[src/rtl/axi_ic_pkg.sv]
// Shared types and width helpers for the AXI interconnect write arbiter.
package axi_ic_pkg;

  localparam int unsigned MAX_SW = 8;

  typedef enum logic [1:0] {
    AW_IDLE = 2'd0,
    AW_ADDR = 2'd1,
    AW_DATA = 2'd2
  } aw_state_e;

  typedef enum logic [1:0] {
    B_IDLE  = 2'd0,
    B_ALLOW = 2'd1
  } b_state_e;

  // Slave index is stored zero-extended so the struct stays parameter-free.
  typedef struct packed {
    logic              valid;
    logic [MAX_SW-1:0] slave;
  } id_entry_t;

  function automatic int unsigned idx_width(input int unsigned n);
    return (n > 1) ? $clog2(n) : 1;
  endfunction

  function automatic int unsigned mw(input int unsigned m);
    return idx_width(m);
  endfunction

  function automatic int unsigned sw(input int unsigned s);
    return idx_width(s);
  endfunction

  function automatic int unsigned iw(input int unsigned n);
    return idx_width(n);
  endfunction

endpackage

[src/rtl/addr_decode.sv]
// Maps an AW address onto the index of the slave whose address slice contains it.
module addr_decode #(
  parameter int unsigned ADDR_WIDTH = 32,
  parameter int unsigned SW         = 1,
  parameter logic [31:0] SLICE_SIZE = 32'h0001_0000
) (
  input  logic [ADDR_WIDTH-1:0] addr,
  output logic [SW-1:0]         sel
);

  always_comb begin
    sel = SW'(addr / ADDR_WIDTH'(SLICE_SIZE));
  end

endmodule

[src/rtl/write_id_table.sv]
// Outstanding-write table: one entry per (master, ID) holding a valid bit and target slave.
module write_id_table
  import axi_ic_pkg::*;
#(
  parameter int unsigned M  = 2,
  parameter int unsigned N  = 2,
  parameter int unsigned MW = 1,
  parameter int unsigned IW = 1,
  parameter int unsigned SW = 1
) (
  input  logic          clk,
  input  logic          clr,
  input  logic          set_en,
  input  logic [MW-1:0] set_m,
  input  logic [IW-1:0] set_t,
  input  logic [SW-1:0] set_slave,
  input  logic          clear_en,
  input  logic [MW-1:0] clear_m,
  input  logic [IW-1:0] clear_t,
  input  logic [MW-1:0] aw_m,
  input  logic [IW-1:0] aw_t,
  output logic          aw_busy,
  input  logic [MW-1:0] b_m,
  input  logic [IW-1:0] b_t,
  output id_entry_t     b_entry
);

  id_entry_t tbl_q [M][N];
  id_entry_t tbl_d [M][N];

  function automatic logic in_range(input logic [MW-1:0] mi, input logic [IW-1:0] ti);
    return (32'(mi) < M) && (32'(ti) < N);
  endfunction

  // A set needs an invalid entry and a clear a valid one, so both may fire in one cycle.
  always_comb begin
    tbl_d = tbl_q;
    if (set_en && in_range(set_m, set_t)) begin
      tbl_d[set_m][set_t] = '{valid: 1'b1, slave: MAX_SW'(set_slave)};
    end
    if (clear_en && in_range(clear_m, clear_t)) begin
      tbl_d[clear_m][clear_t] = '0;
    end
  end

  always_comb begin
    aw_busy = 1'b0;
    b_entry = '0;
    if (in_range(aw_m, aw_t)) aw_busy = tbl_q[aw_m][aw_t].valid;
    if (in_range(b_m, b_t))   b_entry = tbl_q[b_m][b_t];
  end

  always_ff @(posedge clk or negedge clr) begin
    if (!clr) begin
      for (int unsigned i = 0; i < M; i++) begin
        for (int unsigned j = 0; j < N; j++) begin
          tbl_q[i][j] <= '0;
        end
      end
    end else begin
      tbl_q <= tbl_d;
    end
  end

endmodule

[src/rtl/write_arbiter.sv]
// AXI write-path arbiter: round-robin AW/W over masters, round-robin B over slaves
// gated by the outstanding-write table.
module write_arbiter
  import axi_ic_pkg::*;
#(
  parameter int unsigned M                     = 2,
  parameter int unsigned S                     = 2,
  parameter int unsigned NUM_OUTSTANDING_TRANS = 2,
  parameter int unsigned ADDR_WIDTH            = 32,
  parameter logic [31:0] SLICE_SIZE            = 32'h0001_0000,
  localparam int unsigned MW = mw(M),
  localparam int unsigned SW = sw(S),
  localparam int unsigned IW = iw(NUM_OUTSTANDING_TRANS)
) (
  input  logic                    clk,
  input  logic                    clr,
  input  logic [M-1:0]            AW_request_f,
  input  logic [M*ADDR_WIDTH-1:0] AW_addr_f,
  input  logic [M*IW-1:0]         AW_id_f,
  input  logic [S-1:0]            AW_finish_f,
  output logic [M-1:0]            AW_grant_f,
  output logic [M*SW-1:0]         AW_sel_f,
  input  logic [M-1:0]            W_last_f,
  output logic [M-1:0]            W_grant_f,
  output logic [M*SW-1:0]         W_sel_f,
  input  logic [S-1:0]            B_request_f,
  input  logic [S*(MW+IW)-1:0]    B_id_f,
  input  logic [S-1:0]            B_finish_f,
  output logic [S-1:0]            B_grant_f,
  output logic [S*MW-1:0]         B_sel_f
);

  function automatic logic [MW-1:0] next_m(input logic [MW-1:0] p);
    return (32'(p) + 1 >= M) ? '0 : p + MW'(1);
  endfunction

  function automatic logic [SW-1:0] next_s(input logic [SW-1:0] p);
    return (32'(p) + 1 >= S) ? '0 : p + SW'(1);
  endfunction

  logic [M*SW-1:0] aw_sel;

  for (genvar g = 0; g < M; g++) begin : g_dec
    addr_decode #(
      .ADDR_WIDTH(ADDR_WIDTH),
      .SW        (SW),
      .SLICE_SIZE(SLICE_SIZE)
    ) u_dec (
      .addr(AW_addr_f[g*ADDR_WIDTH +: ADDR_WIDTH]),
      .sel (aw_sel[g*SW +: SW])
    );
  end

  assign AW_sel_f = aw_sel;

  aw_state_e     aw_state_q, aw_state_d;
  logic [MW-1:0] aw_ptr_q, aw_ptr_d;
  logic [MW-1:0] aw_owner_q, aw_owner_d;
  logic [SW-1:0] aw_slave_q, aw_slave_d;

  b_state_e      b_state_q, b_state_d;
  logic [SW-1:0] b_ptr_q, b_ptr_d;
  logic [SW-1:0] b_slave_q, b_slave_d;
  logic [MW-1:0] b_master_q, b_master_d;
  logic [IW-1:0] b_trans_q, b_trans_d;

  logic [IW-1:0]    aw_cand_id;
  logic [SW-1:0]    aw_cand_sel;
  logic             aw_busy;
  logic             set_en;
  logic [MW+IW-1:0] b_cand;
  logic [MW-1:0]    b_cand_m;
  logic [IW-1:0]    b_cand_t;
  id_entry_t        b_entry;
  logic             b_match;
  logic             clear_en;

  assign aw_cand_id  = AW_id_f[aw_ptr_q*IW +: IW];
  assign aw_cand_sel = aw_sel[aw_ptr_q*SW +: SW];
  assign b_cand      = B_id_f[b_ptr_q*(MW+IW) +: (MW+IW)];
  assign b_cand_m    = b_cand[MW+IW-1 -: MW];
  assign b_cand_t    = b_cand[IW-1:0];

  write_id_table #(
    .M (M),
    .N (NUM_OUTSTANDING_TRANS),
    .MW(MW),
    .IW(IW),
    .SW(SW)
  ) u_table (
    .clk      (clk),
    .clr      (clr),
    .set_en   (set_en),
    .set_m    (aw_ptr_q),
    .set_t    (aw_cand_id),
    .set_slave(aw_cand_sel),
    .clear_en (clear_en),
    .clear_m  (b_master_q),
    .clear_t  (b_trans_q),
    .aw_m     (aw_ptr_q),
    .aw_t     (aw_cand_id),
    .aw_busy  (aw_busy),
    .b_m      (b_cand_m),
    .b_t      (b_cand_t),
    .b_entry  (b_entry)
  );

  // Only a response from the slave recorded for that (master, ID) may be routed back.
  assign b_match = B_request_f[b_ptr_q] && (32'(b_cand_m) < M) && b_entry.valid &&
                   (b_entry.slave == MAX_SW'(b_ptr_q));

  always_comb begin
    aw_state_d = aw_state_q;
    aw_ptr_d   = aw_ptr_q;
    aw_owner_d = aw_owner_q;
    aw_slave_d = aw_slave_q;
    set_en     = 1'b0;
    AW_grant_f = '0;
    W_grant_f  = '0;
    W_sel_f    = '0;
    case (aw_state_q)
      AW_IDLE: begin
        if (AW_request_f[aw_ptr_q] && !aw_busy) begin
          set_en     = 1'b1;
          aw_owner_d = aw_ptr_q;
          aw_slave_d = aw_cand_sel;
          aw_state_d = AW_ADDR;
        end else begin
          aw_ptr_d = next_m(aw_ptr_q);
        end
      end
      AW_ADDR: begin
        AW_grant_f[aw_owner_q] = 1'b1;
        if (AW_finish_f[aw_slave_q]) aw_state_d = AW_DATA;
      end
      AW_DATA: begin
        W_grant_f[aw_owner_q]            = 1'b1;
        W_sel_f[aw_owner_q*SW +: SW]     = aw_slave_q;
        if (W_last_f[aw_owner_q]) begin
          aw_state_d = AW_IDLE;
          aw_ptr_d   = next_m(aw_owner_q);
        end
      end
      default: aw_state_d = AW_IDLE;
    endcase
  end

  always_comb begin
    b_state_d  = b_state_q;
    b_ptr_d    = b_ptr_q;
    b_slave_d  = b_slave_q;
    b_master_d = b_master_q;
    b_trans_d  = b_trans_q;
    clear_en   = 1'b0;
    B_grant_f  = '0;
    B_sel_f    = '0;
    case (b_state_q)
      B_IDLE: begin
        if (b_match) begin
          b_slave_d  = b_ptr_q;
          b_master_d = b_cand_m;
          b_trans_d  = b_cand_t;
          b_state_d  = B_ALLOW;
        end else begin
          b_ptr_d = next_s(b_ptr_q);
        end
      end
      B_ALLOW: begin
        B_grant_f[b_slave_q]         = 1'b1;
        B_sel_f[b_slave_q*MW +: MW]  = b_master_q;
        if (B_finish_f[b_slave_q]) begin
          clear_en  = 1'b1;
          b_state_d = B_IDLE;
          b_ptr_d   = next_s(b_slave_q);
        end
      end
      default: b_state_d = B_IDLE;
    endcase
  end

  always_ff @(posedge clk or negedge clr) begin
    if (!clr) begin
      aw_state_q <= AW_IDLE;
      aw_ptr_q   <= '0;
      aw_owner_q <= '0;
      aw_slave_q <= '0;
      b_state_q  <= B_IDLE;
      b_ptr_q    <= '0;
      b_slave_q  <= '0;
      b_master_q <= '0;
      b_trans_q  <= '0;
    end else begin
      aw_state_q <= aw_state_d;
      aw_ptr_q   <= aw_ptr_d;
      aw_owner_q <= aw_owner_d;
      aw_slave_q <= aw_slave_d;
      b_state_q  <= b_state_d;
      b_ptr_q    <= b_ptr_d;
      b_slave_q  <= b_slave_d;
      b_master_q <= b_master_d;
      b_trans_q  <= b_trans_d;
    end
  end

endmodule

[config.mk]
export PLATFORM = sky130hd
export DESIGN_NAME = write_arbiter
export DESIGN_NICKNAME = d
export VERILOG_FILES = /design/src/rtl/axi_ic_pkg.sv /design/src/rtl/addr_decode.sv /design/src/rtl/write_id_table.sv /design/src/rtl/write_arbiter.sv
export SDC_FILE = /design/constraint.sdc
export NUM_CORES = 1
export LEC_CHECK = 0
export BUFFER_PORTS_ARGS = -buffer_cell sky130_fd_sc_hd__buf_2
export CAP_MARGIN = 20
export CORE_AREA = 2 2 82 84
export CTS_CLUSTER_DIAMETER = 80
export DETAILED_ROUTE_END_ITERATION = 6
export DIE_AREA = 0 0 84 86
export SLEW_MARGIN = 25
export SYNTH_ARGS = -nofsm -noshare
export SYNTH_HDL_FRONTEND = slang
export SYNTH_SLANG_ARGS = --single-unit
[constraint.sdc]
create_clock -name clk -period 4 [get_ports clk]
set_clock_uncertainty 0.1 [all_clocks]
set_input_delay 0.4 -clock clk [delete_from_list [all_inputs] [get_ports clk]]
set_output_delay 0.4 -clock clk [all_outputs]
set_load 0.005 [all_outputs]
## Word level (Yosys, flattened, before mapping)

Cells that the tools add are included.

| storage, ports and cells | value |
|---|---|
| ROM bits | 0 |
| bits in registers | 47 |
| memories kept | 0 |
| latch bits | 0 |
| logic and storage cells | 159 |
| input bits | 82 |
| RAM bits | 0 |
| output and inout bits | 12 |

| operators by class | value |
|---|---|
| $add $sub $neg | 10 |
| $mul | 0 |
| div/mod/pow operators | 0 |
| shift operators | 7 |
| multiplexer cells | 63 |
| order comparisons | 21 |
| reduce and logical (&&, ||, !) cells | 20 |
| bitwise operators | 10 |
| equal/unequal tests | 11 |

Operator list:

| cell | count |
|---|---|
| $mux W18 | 8 |
| $mux W36 | 2 |
| $mux W9 | 8 |
| $neg A1 Y34 | 2 |
| $shift A1 B34 Y2 const A | 2 |
| $shiftx A1 B34 Y2 | 2 |
| $and A36 B36 Y36 | 1 |
| $bwmux W36 | 1 |
| $demux W18 S1 | 2 |
| $not A36 Y36 | 1 |
| $mux W1 | 24 |
| $ge A2 B2 Y1 const B | 10 |
| $mux W2 | 10 |
| $demux W9 S1 | 2 |
| $ne A2 B2 Y1 const B | 7 |
| $not A1 Y2 | 6 |
| $lt A1 B2 Y1 const B | 5 |
| $logic_and A1 B1 Y1 | 9 |
| $reduce_and A3 Y1 | 3 |
| $add A1 B1 Y2 const B | 4 |
| $eq A8 B1 Y1 | 1 |
| $lt A2 B1 Y1 const B | 4 |
| $pmux W2 S3 | 1 |
| $reduce_and A2 Y1 | 3 |
| other kinds (13) | 24 |

## Logic depth before layout (Yosys ltp)

Gate-level depths: netlist of the first run.

| depth | value |
|---|---|
| depth in word-level cells | 14 |
| depth in mapped cells | 7 |
| gate-level depth less buffers | 6 |

## Hierarchy

A second synthesis of the first run with hierarchy kept.

| unflattened totals | value |
|---|---|
| cell total of the unflattened synthesis | 175 |
| area total of the unflattened synthesis | 2197.1 um^2 |

Modules (own cells, without submodules):

| module | cells each | area each (um^2) | sequential area each (um^2) | instances |
|---|---|---|---|---|
| write_id_table | 106 | 1511.4 | 900.9 | 1 |
| write_arbiter | 67 | 670.6 | 250.2 | 1 |
| addr_decode | 1 | 7.5 | 0.0 | 2 |

## Worst setup path before layout of the first run

OpenSTA, ideal clock, no wires.

| path | value |
|---|---|
| path kind | register to register |
| start | reg u_table.tbl_q[3] (netlist bit) |
| end | reg b_slave_q |
| setup time | 0.125 ns |
| required time | 3.775 ns |
| stages on the path, launching flop included | 7 |
| arrival | 1.988 ns |
| setup slack | 1.787 ns |
| clock period less this slack | 2.213 ns |
| path buffers | 0 |
| cell sequence | dfrtp_1 > or4_1 > or4_1 > a21oi_2 > o21ai_2 > nor3_4 > mux2_4 |

| on the way | value |
|---|---|
| longest elaborated chain between the ends | 9 |

RTL lines:

| item | line | RTL |
|---|---|---|
| start, declared | write_id_table.sv:28 | `id_entry_t tbl_q [M][N];` |
| start signal, assigned | write_id_table.sv:61 | `tbl_q <= tbl_d;` |
| $mux W18 (not written as such) (3 in a row) | write_id_table.sv:50 | `if (in_range(b_m, b_t)) b_entry = tbl_q[b_m][b_t];` |
| $mux W9 (not written as such) (3 in a row) | write_id_table.sv:50 |  |
| $eq A8 B1 Y1 | write_arbiter.sv:110 | `(b_entry.slave == MAX_SW'(b_ptr_q));` |
| $logic_and A1 B1 Y1 | write_arbiter.sv:109 | `assign b_match = B_request_f[b_ptr_q] && (32'(b_cand_m) < M) && b_entry.valid &&` |
| $reduce_and A2 Y1 (no source line) | - |  |
| end signal, assigned | write_arbiter.sv:199 | `b_slave_q <= b_slave_d;` |
| end, declared | write_arbiter.sv:63 | `logic [SW-1:0] b_slave_q, b_slave_d;` |

No other way between the ends. The select of a mux whose other input is x is not followed.
A chain may end at the register's enable or synchronous reset.

## Worst setup path in the final report of the first run

| path | value |
|---|---|
| start | reg b_ptr_q |
| end | reg b_slave_q |

| on the way | value |
|---|---|
| longest elaborated chain between the ends | 11 |
| elaborated cells on any way between the ends | 15 |
| those cells by class | 1 x eq/ne; 1 x shift; 8 x mux; 2 x bitwise; 3 x reduce/logical |

RTL lines:

| item | line | RTL |
|---|---|---|
| start, declared | write_arbiter.sv:62 | `logic [SW-1:0] b_ptr_q, b_ptr_d;` |
| start signal, assigned | write_arbiter.sv:198 | `b_ptr_q <= b_ptr_d;` |
| $shiftx A4 B3 Y2 | write_arbiter.sv:80 | `assign b_cand = B_id_f[b_ptr_q*(MW+IW) +: (MW+IW)];` |
| $not A1 Y2 (not written as such) | write_id_table.sv:50 |  |
| $mux W18 (not written as such) (3 in a row) | write_id_table.sv:50 |  |
| $mux W9 (not written as such) (3 in a row) | write_id_table.sv:50 |  |
| $eq A8 B1 Y1 / $logic_and A1 B1 Y1 (equally long branches) | write_arbiter.sv:110, write_arbiter.sv:109 |  |
| $logic_and A1 B1 Y1 | write_arbiter.sv:109 |  |
| $reduce_and A2 Y1 (no source line) | - |  |

Parallel ways exist; a longest one is shown, timed or not. The select of a mux whose other input is x is not followed.

==> results of run 1 <==
-- Yosys cell counts, types with 2 or more instances --
cell type / instances
or4_1: 2
and2_1: 30
buf_2: 2
nand3_1: 3
nor2_1: 25
a21oi_1: 6
nand2b_1: 6
inv_1: 7
nor2b_1: 7
a31oi_1: 2
nor3_1: 6
a32oi_1: 2
nand2_1: 13
and3_1: 2
mux2i_2: 2
o21ai_0: 5
dfrtp_1: 46
mux2i_1: 10
buf_4: 2
nor4_1: 5
-- layer usage --
metal,track usage (%),part of all wire [%]
met1,16.21,51
met2,18.91,44
met3,3.369,3.8
met4,4.399,0.72
met5,0,0
-- logic make-up (layout without fill, tap and decap cells) --
logic type,after synthesis,in the layout
and+or+nand+nor,106,106
DFF,46,46
AOI/OAI and AO/OA,24,24
muxes,15,15
buffers and inverters,13,46
-- critical path, stage by stage, from the launching register on --
cell	delay, ns
dfrtp_1	0.68
mux2i_2	0.48
nor2b_1	0.11
o21ai_0	0.28
a211oi_2	0.16
nor3_4	0.27
mux2_4	0.32
-- power by group through the flow --
stage | clock network (mW) | logic [mW] | registers (mW)
2_1_floorplan | 0 | 0.405 | 0.612
3_3_place_gp | 0 | 0.458 | 0.677
6_report | 0.289 | 0.464 | 0.673
3_5_place_dp | 0 | 0.467 | 0.681
5_1_grt | 0.315 | 0.529 | 0.691
4_1_cts | 0.299 | 0.469 | 0.671
-- through the flow --
step | hold slack, ns | worst slack, ns | instances
6_report | -0.01298 | 1.487 | 314
5_1_grt | 0.03916 | 1.293 | 314
4_1_cts | 0.2147 | 1.478 | 314
3_5_place_dp | 0.3627 | 1.490 | 306
3_3_place_gp | 0.3607 | 1.546 | 306
2_1_floorplan | 0.004409 | 1.787 | 204
-- flip-flops by register name (all words and copies together), names as in the netlist --
register       cells
aw_owner_q         1
aw_ptr_q           1
aw_slave_q         1
aw_state_q         2
b_master_q         1
b_ptr_q            1
b_slave_q          1
b_state_q          1
b_trans_q          1
u_table.tbl_q     36
-- final timing paths --
path | to | slack [ns] | cells past startpoint
setup / recovery | b_slave_q | 1.49 | 6
hold / removal | aw_state_q[0] | -0.01 | 1
setup reg to reg | b_slave_q | 1.49 | 6
hold reg to reg | u_table.tbl_q[5] | 0.38 | 1
max in group asynchronous | u_table.tbl_q[12] | 3.40 | 1
min in group clk | u_table.tbl_q[9] | 0.27 | 3
-- cell type report --
class | count | area, um^2
inverters | 7 | 26.28
clock inverters | 1 | 5.005
multi-input cells | 145 | 929.6
fillers | 634 | 3825
flip-flops and latches | 46 | 1151
clock buffers | 7 | 86.33
well taps | 77 | 96.34
repair buffers | 31 | 157.7
==> flow_metrics.env, run 1 <==
export IMPL_outcome="complete, but fails checks"
export IMPL_violations="hold timing"
export IMPL_mostFrequentLayoutCells="46 x dfrtp_1, 30 x and2_1, 30 x buf_2"
export IMPL_ioPinCount=94
export IMPL_critPathArrivalTime_ns=2.59
export IMPL_cp_max_fo=15
export IMPL_cp_end_kind="register"
export IMPL_syn_num_nets=286
export IMPL_fin_worst_hold_slack_ns=-0.01298
export IMPL_synthCells=204
export IMPL_rows=29
export IMPL_synth_mux_area_fraction_pct=8.241
export IMPL_grt_max_degree=47
export IMPL_slew_headroom_pct=61.55
export IMPL_ctsHoldBuffers=0
export IMPL_maxCapViolations=0
export IMPL_worst_slew_pin_slew_ns=0.5768
export IMPL_p_switching_mw=0.5115
export IMPL_overflow=0
export IMPL_avgSynthCellArea_um2=10.49
export IMPL_clockPowerShare_pct=20.3
export IMPL_grt_pass1_vias=1463
export IMPL_syn_to_final_growth_pct=14.55
export IMPL_hpwl_mm=2.943
export IMPL_cts_resized=0
export IMPL_yosysSeqAreaShare_pct=53.77
export IMPL_chipWidth_um=84
export IMPL_n_antenna_cell=0
export IMPL_vias=1521
export IMPL_clkLatencyLatePin_ns=0.29
export IMPL_grt_pass1_wl_mm=6.927
export IMPL_yosys_area_share_xor_xnor_pct=0
export IMPL_cp_required_ns=4.08
export IMPL_ant_nets=0
export IMPL_ys_async_sr_fraction_pct=100.0
export IMPL_drt_first_pass_iters=4
export IMPL_hold_violations=4
export IMPL_port_buffers=31
export IMPL_synth_fa_ha_area_share_pct=0
export IMPL_startpoint_type="register"
export IMPL_wl_per_cell_um=12.91
export IMPL_yosys_warnings=0
export IMPL_numCtsBuffers=5
export IMPL_synth_top_area_cell="dfrtp_1"
export IMPL_report_final_slew_viol_count=0
export IMPL_place_gp_congestion=0.7793
export IMPL_cts_tree="yes"
export IMPL_p_leak_nw=1.230
export IMPL_fin_util_pct=39.07
export IMPL_p_comb_share_pct=32.6
export IMPL_p_total_mw=1.426
export IMPL_rsz0062_at_grt="no"
export IMPL_placed_area_um2=2359
export IMPL_seq_power_share_pct=47.2
export IMPL_cp_startpoint="b_ptr_q"
export IMPL_fin_area_um2=2452
export IMPL_antenna_found_initial=0
export IMPL_setup_viol=0
export IMPL_drc_errors=0
export IMPL_postRouteWirelength_mm=4.053
export IMPL_post_route_min_period_ns=2.513
export IMPL_synth_area_um2=2141
export IMPL_finalNetCount=318
export IMPL_dieArea_um2=7224
export IMPL_routed_via_density=4.844
export IMPL_grt_total_usage_pct=12.11
export IMPL_switching_share_pct=35.88
export IMPL_fin_crit_sh_pct=62.83
export IMPL_synth_edf_count=0
export IMPL_synth_simple_gate_area_share_pct=27.35
export IMPL_hold_class="input pin to async pin"
export IMPL_clk_pin_slew_ns=0.08
export IMPL_yosysUniqueCellTypes=41
export IMPL_ir_drop_mv=0.2992
export IMPL_drive_gt1_share_pct=20.68
export IMPL_internal_power_mw=0.9141
export IMPL_htree_num_levels=2
export IMPL_ys_ff_latch=46
export IMPL_layout_commonest_cell="dfrtp_1"
export IMPL_synth_top_area_share_pct=53.77
export IMPL_post_cts_buffers=0
export IMPL_power_density_nw_per_um2=581.3
export IMPL_final_setup_tns_ns=0
export IMPL_core_um2=6277
export IMPL_drt_iter0_markers=58
export IMPL_r2r_start="b_ptr_q"
export IMPL_root_buffer="clkbuf_8"
export IMPL_initial_core_util_pct=34.10
export IMPL_yosys_most_used_dff="dfrtp_1"
export IMPL_crit_type="register to register"
export IMPL_synth_compound_area_share_pct=7.832
export IMPL_synth_area_leaders="dfrtp_1 54%, and2_1 8.8%, mux2i_1 4.7%, nor2_1 4.4%, nand2_1 2.3%"
export IMPL_max_clock_freq_mhz=397.9
export IMPL_cts_buffer_depth=2
export IMPL_synth_top_family_by_area="simple AND/OR/NAND/NOR gates"
export IMPL_clkSinkCount=46
export IMPL_die_h_um=86
Power figures use the tool's default switching activity.
==> run 2: changes to the inputs <==
Clock period 4 ns to 2.43 ns, I/O delays scaled along.
==> run 2 against run 1 <==
Net effect:
- the run now ends clean
- register-to-register slack got worse by 1.3 ns
- core utilization up 0.60 points
- first-iteration DRC count unchanged
- hold slack improved by 0.13 ns
- maximum frequency increased by 10%
- combinational power up 74%
- critical path type unchanged
- count of clock-buffer cells in the layout fell by 2
- largest power group unchanged
- largest cell class unchanged
- final cell count is 1.6% higher
==> flow_metrics.env, run 2 (same netlist as run 1, synthesis figures left out) <==
export IMPL_outcome="finished clean"
export IMPL_drt_iter0_markers=58
export IMPL_mostFrequentLayoutCells="45 x dfrtp_1, 31 x buf_2, 30 x and2_1"
export IMPL_clkSinkCount=46
export IMPL_ant_nets=0
export IMPL_antenna_found_initial=0
export IMPL_max_clock_freq_mhz=437.5
export IMPL_finalNetCount=324
export IMPL_fin_area_um2=2490
export IMPL_grt_total_usage_pct=12.15
export IMPL_cp_slowest_cell="or4_1"
export IMPL_ir_drop_mv=0.3661
export IMPL_fin_crit_sh_pct=94.06
export IMPL_rsz0062_at_grt="no"
export IMPL_critPathArrivalTime_ns=2.39
export IMPL_crit_type="register to register"
export IMPL_ioPinCount=94
export IMPL_core_um2=6277
export IMPL_routed_via_density=4.724
export IMPL_drive_gt1_share_pct=23.14
export IMPL_cts_tree="yes"
export IMPL_cp_required_ns=2.54
export IMPL_hpwl_mm=3.081
export IMPL_syn_to_final_growth_pct=16.31
export IMPL_htree_num_levels=2
export IMPL_dp_slack_ns=0.1479
export IMPL_initial_core_util_pct=34.10
export IMPL_fin_util_pct=39.67
export IMPL_drc_errors=0
export IMPL_r2r_slack_ns=0.14
export IMPL_overflow=0
export IMPL_post_route_min_period_ns=2.286
export IMPL_crit_chain="or4_1, or4_1, a21oi_2, o21ai_2, nor3_4, buf_4, mux2i_2"
export IMPL_p_comb_share_pct=34.6
export IMPL_maxCapViolations=0
export IMPL_finalWorstSetupSlack_ns=0.1444
export IMPL_timing_rr_end="b_trans_q"
export IMPL_ff2ff_path_depth=7
export IMPL_finalNonFillerCells=319
export IMPL_cp_end_kind="register"
export IMPL_place_gp_congestion=0.7594
export IMPL_hold_violations=0
export IMPL_min_delay_worst_endpoint="u_table.tbl_q[0]"
export IMPL_port_buffers=31
export IMPL_n_antenna_cell=0
export IMPL_dieArea_um2=7224
export IMPL_grt_pass1_wl_mm=6.920
export IMPL_cp_max_fo=4
export IMPL_seq_power_share_pct=46.9
export IMPL_clkLatencyLatePin_ns=0.29
export IMPL_regMostFlops="u_table.tbl_q"
export IMPL_critPathMostFrequentCell="or4_1"
export IMPL_placed_cells=311
export IMPL_power_density_nw_per_um2=939.3
export IMPL_root_buffer="clkbuf_8"
export IMPL_clockPowerShare_pct=18.5
export IMPL_p_switching_mw=0.8387
export IMPL_largest_reg_flops=36
export IMPL_cp_startpoint="u_table.tbl_q[3]"
export IMPL_layout_commonest_cell="dfrtp_1"
export IMPL_slew_headroom_pct=57.67
export IMPL_holdCritStartpoint="AW_addr_f[48]"
export IMPL_drt_first_pass_iters=4
export IMPL_chipWidth_um=84
export IMPL_die_h_um=86
export IMPL_p_leak_nw=1.254
export IMPL_switching_share_pct=35.86
export IMPL_report_final_slew_viol_count=0
export IMPL_cts_buffer_depth=2
export IMPL_wl_per_cell_um=12.63
export IMPL_fin_worst_hold_slack_ns=0.1145
export IMPL_cpPeakStageDelay_ns=0.52
export IMPL_top_regs="u_table.tbl_q x36, aw_state_q x2"
export IMPL_r2r_start="u_table.tbl_q[3]"
export IMPL_fillers=625
export IMPL_postRouteWirelength_mm=4.028
export IMPL_worst_slew_pin_slew_ns=0.6349
export IMPL_clk_pin_slew_ns=0.09
export IMPL_internal_power_mw=1.500
export IMPL_final_setup_tns_ns=0
export IMPL_holdPathStages=3
export IMPL_rows=29
export IMPL_startpoint_type="register"
export IMPL_setup_viol=0
export IMPL_grt_pass1_vias=1484
export IMPL_hold_class="input pin to register"
export IMPL_numCtsBuffers=5
export IMPL_grt_max_degree=30
export IMPL_vias=1507
export IMPL_placed_area_um2=2396
export IMPL_p_total_mw=2.339
-- run 2: cell types whose count changed in the layout (fill, tap and decap cells not counted), sizes merged --
cell / previous run / this run
dlygate4sd3: 0 / 1
buf: 31 / 36
clkinv: 1 / 2
clkbuf: 7 / 5
-- run 2: layer usage --
metal / GRT usage, % / up-vias / wire (um)
li1: - / 772 / -
met1: 16.72 / 696 / 2036
met2: 18.04 / 33 / 1746
met3: 3.754 / 6 / 188
met4: 4.692 / 0 / 56
met5: 0 / - / 0
-- run 2: worst max path at each step --
| stage | to | slack [ns] | cells after the start |
|---|---|---|---|
| final | b_trans_q | 0.14 | 7 |
| after global routing | b_trans_q | 0.02 | 7 |
| after CTS | b_trans_q | 0.13 | 7 |
| after detailed placement | b_trans_q | 0.15 | 7 |
| after global placement | b_slave_q | 0.15 | 6 |
| after floorplan | b_slave_q | 0.22 | 6 |
-- run 2: power by group through the flow --
stage,sequential (mW),clock [mW],combinational (mW)
floorplan,1.01,0,0.667
global placement,1.10,0,0.793
detailed placement,1.11,0,0.806
CTS,1.10,0.446,0.811
global route,1.13,0.483,0.923
finish,1.10,0.432,0.809
-- run 2: critical path, delay by kind of cell (launching register included) --
family / cells / cell delay, ns
AOI/OAI and AO/OA: 2 / 0.27
buffers and inverters: 1 / 0.16
DFF: 1 / 0.37
muxes: 1 / 0.20
and+or+nand+nor: 3 / 1.11
-- run 2: repair_timing --
item                                    in CTS  in global routing
endpoints found under the setup margin       0                  1
hold buffers                                 1                  0
resized for setup                            0                  2
endpoints found under the hold margin       27                  0
buffers inserted                             0                  0
-- run 2: cell type report --
cell class	count	area (um^2)	share of cell area (%)
timing repair buffer	37	202.7	8.141
sequential	46	1152	46.28
clock inverter	2	10.01	0.4020
multi-input combinational	145	933.4	37.49
clock buffer	5	68.82	2.764
tap	77	96.34	3.869
inverter	7	26.28	1.055
==> run 3: changes to the inputs <==
Settings changed: CORE_AREA 2 2 82 84 to 2 2 83 85, DIE_AREA 0 0 84 86 to 0 0 85 87, RECOVER_POWER from default to 100, SYNTH_HIERARCHICAL from default to 1.
==> run 3 against run 2 <==
Net effect:
- the run now ends with setup timing left
- largest power group unchanged
- critical path type unchanged
- power grew 8.5%
- core utilization grew 0.28 points
- clock power grew 2%
- wire length grew 5.5%
==> flow_metrics.env, run 3 <==
export IMPL_regMostFlops="u_table/tbl_q"
export IMPL_synth_top_area_share_pct=52.39
export IMPL_vias=1408
export IMPL_synth_top_family_by_area="simple AND/OR/NAND/NOR gates"
export IMPL_initial_core_util_pct=33.45
export IMPL_htree_num_levels=2
export IMPL_finalNetCount=301
export IMPL_synth_mux_area_fraction_pct=17.60
export IMPL_syn_num_nets=257
export IMPL_rows=30
export IMPL_cts_buffer_depth=2
export IMPL_grt_pass1_wl_mm=7.134
export IMPL_dieArea_um2=7395
export IMPL_clk_pin_slew_ns=0.09
export IMPL_fillers=631
export IMPL_port_buffers=31
export IMPL_crit_type="register to register"
export IMPL_setup_viol=3
export IMPL_synth_top_cells_by_count="46 x dfrtp_1, 31 x and2_1, 14 x nor2_1"
export IMPL_synth_top_area_cell="dfrtp_1"
export IMPL_clkLatencyLatePin_ns=0.30
export IMPL_synth_fa_ha_area_share_pct=0
export IMPL_hold_violations=0
export IMPL_yosysUniqueCellTypes=39
export IMPL_rsz0062_at_grt="yes"
export IMPL_largest_reg_flops=36
export IMPL_final_setup_tns_ns=-0.06243
export IMPL_layout_commonest_cell="dfrtp_1"
export IMPL_overflow=0
export IMPL_synthCells=175
export IMPL_ys_async_sr_fraction_pct=100.0
export IMPL_place_gp_congestion=0.7696
export IMPL_cp_max_fo=5
export IMPL_synth_simple_gate_area_share_pct=21.98
export IMPL_fin_util_pct=39.94
export IMPL_yosys_most_used_dff="dfrtp_1"
export IMPL_maxCapViolations=0
export IMPL_yosys_warnings=6
export IMPL_cp_required_ns=2.50
export IMPL_yosysSeqAreaShare_pct=52.39
export IMPL_syn_to_final_growth_pct=19.42
export IMPL_die_h_um=87
export IMPL_violations="setup timing"
export IMPL_outcome="complete, but fails checks"
export IMPL_core_um2=6569
export IMPL_grt_max_degree=19
export IMPL_drive_gt1_share_pct=35.91
export IMPL_power_density_nw_per_um2=966.9
export IMPL_ant_nets=0
export IMPL_ioPinCount=94
export IMPL_report_final_slew_viol_count=0
export IMPL_mostFrequentLayoutCells="44 x dfrtp_1, 29 x and2_1, 26 x buf_2"
export IMPL_hpwl_mm=3.086
export IMPL_post_route_min_period_ns=2.458
export IMPL_grt_total_usage_pct=12.59
export IMPL_hold_class="input pin to register"
export IMPL_fin_area_um2=2624
export IMPL_finalWorstSetupSlack_ns=-0.02767
export IMPL_drc_errors=0
export IMPL_wl_per_cell_um=14.17
export IMPL_chipWidth_um=85
export IMPL_startpoint_type="register"
export IMPL_yosys_area_share_xor_xnor_pct=0
export IMPL_p_leak_nw=1.271
export IMPL_fin_crit_sh_pct=101.1
export IMPL_routed_via_density=4.693
export IMPL_slew_headroom_pct=38.17
export IMPL_top_regs="u_table/tbl_q x36, aw_state_q x2"
export IMPL_clkSinkCount=46
export IMPL_ys_ff_latch=46
export IMPL_synth_compound_area_share_pct=5.296
export IMPL_cts_tree="yes"
export IMPL_drt_iter0_markers=88
export IMPL_antenna_found_initial=0
export IMPL_root_buffer="clkbuf_8"
export IMPL_n_antenna_cell=0
export IMPL_ir_drop_mv=0.4034
export IMPL_synth_area_um2=2197
export IMPL_drt_first_pass_iters=4
export IMPL_max_clock_freq_mhz=406.9
export IMPL_synth_area_leaders="dfrtp_1 52%, mux4_2 10%, and2_1 8.8%, mux2i_1 2.7%, mux2_2 2.6%"
export IMPL_critPathArrivalTime_ns=2.53
export IMPL_yosysMostFrequentCell="dfrtp_1"
export IMPL_postRouteWirelength_mm=4.251
export IMPL_avgSynthCellArea_um2=12.55
export IMPL_placed_area_um2=2489
export IMPL_synth_edf_count=0
export IMPL_cp_end_kind="register"
export IMPL_numCtsBuffers=5
export IMPL_grt_pass1_vias=1424
export IMPL_worst_slew_pin_slew_ns=0.9274
run 3: cell types whose count changed after synthesis, moves of 3 or more:
cell	before	now
mux2_2	1	5
mux2i_1	10	6
and3_1	2	5
nor2_1	25	14
nor3_1	6	1
nand2_1	13	7
o21ai_0	5	1
nand2b_1	6	1
nor2b_1	7	1
nor4_1	5	0
mux4_2	1	10
run 3: metrics by stage:
stage | instances | hold slack [ns] | setup WS (ns) | power [mW]
2_1_floorplan | 175 | -0.1526 | -0.05203 | 1.786
3_3_place_gp | 288 | 0.07956 | -0.1047 | 2.076
3_5_place_dp | 288 | 0.08816 | -0.1287 | 2.096
4_1_cts | 300 | 0.1305 | -0.05832 | 2.590
5_1_grt | 300 | 0.1465 | -0.1341 | 2.751
6_report | 300 | 0.1365 | -0.02767 | 2.537
run 3: timing repair:
action                     in CTS  in global routing
gates resized for setup         3                  2
gates cloned                    1                  0
pin swaps                       2                  0
setup buffers                   2                  0
setup endpoints to repair       4                  7
hold endpoints to repair       15                  0
hold buffers                    1                  0
run 3: final cells by class:
| type | instances | area [um^2] | share of cell area, % |
|---|---|---|---|
| inverter | 5 | 18.77 | 0.7153 |
| timing repair buffer | 43 | 236.5 | 9.013 |
| sequential | 46 | 1154 | 43.97 |
| clock inverter | 1 | 7.507 | 0.2861 |
| tap | 80 | 100.1 | 3.815 |
| clock buffer | 7 | 76.32 | 2.909 |
| multi-input combinational | 118 | 1031 | 39.29 |
run 3: report_power, final:
part / total, mW / switching (mW) / internal [mW]
logic: 1.02 / 0.483 / 0.539
registers: 1.07 / 0.163 / 0.911
clock network: 0.441 / 0.238 / 0.204
total: 2.54 / 0.884 / 1.65
run 3: cell families (layout without fill, tap and decap cells):
logic type	after synthesis	after routing
simple gates	77	77
buf+inv	12	56
flops	46	46
mux	24	25
compound gates	16	16
run 3: layer usage:
metal,up-vias,global-route usage [%],routed length [um]
met3,4,3.412,161
met1,687,16.57,1921
met4,0,3.463,32
li1,699,-,-
met5,-,0,0
met2,18,20.60,2135
run 3: worst max-delay path: stages, from the launching register on:
cell and delay, ns:
dfrtp_2 0.46, mux2_4 0.37, mux4_2 0.47, nor4b_4 0.30
o211ai_2 0.16, nor2_4 0.16, mux2_4 0.31
run 3: worst paths after layout:
kind	slack (ns)	cells past startpoint	from	to
worst min-delay path	0.14	3	AW_request_f[1]	aw_owner_q
worst max register to register	-0.03	6	b_ptr_q	b_master_q
min in group asynchronous	0.49	2	clr	u_table/tbl_q[29]
worst max-delay path	-0.03	6	b_ptr_q	b_master_q
worst min register to register	0.38	1	u_table/tbl_q[23]	u_table/tbl_q[23]
max in group asynchronous	0.65	3	clr	aw_state_q[0]
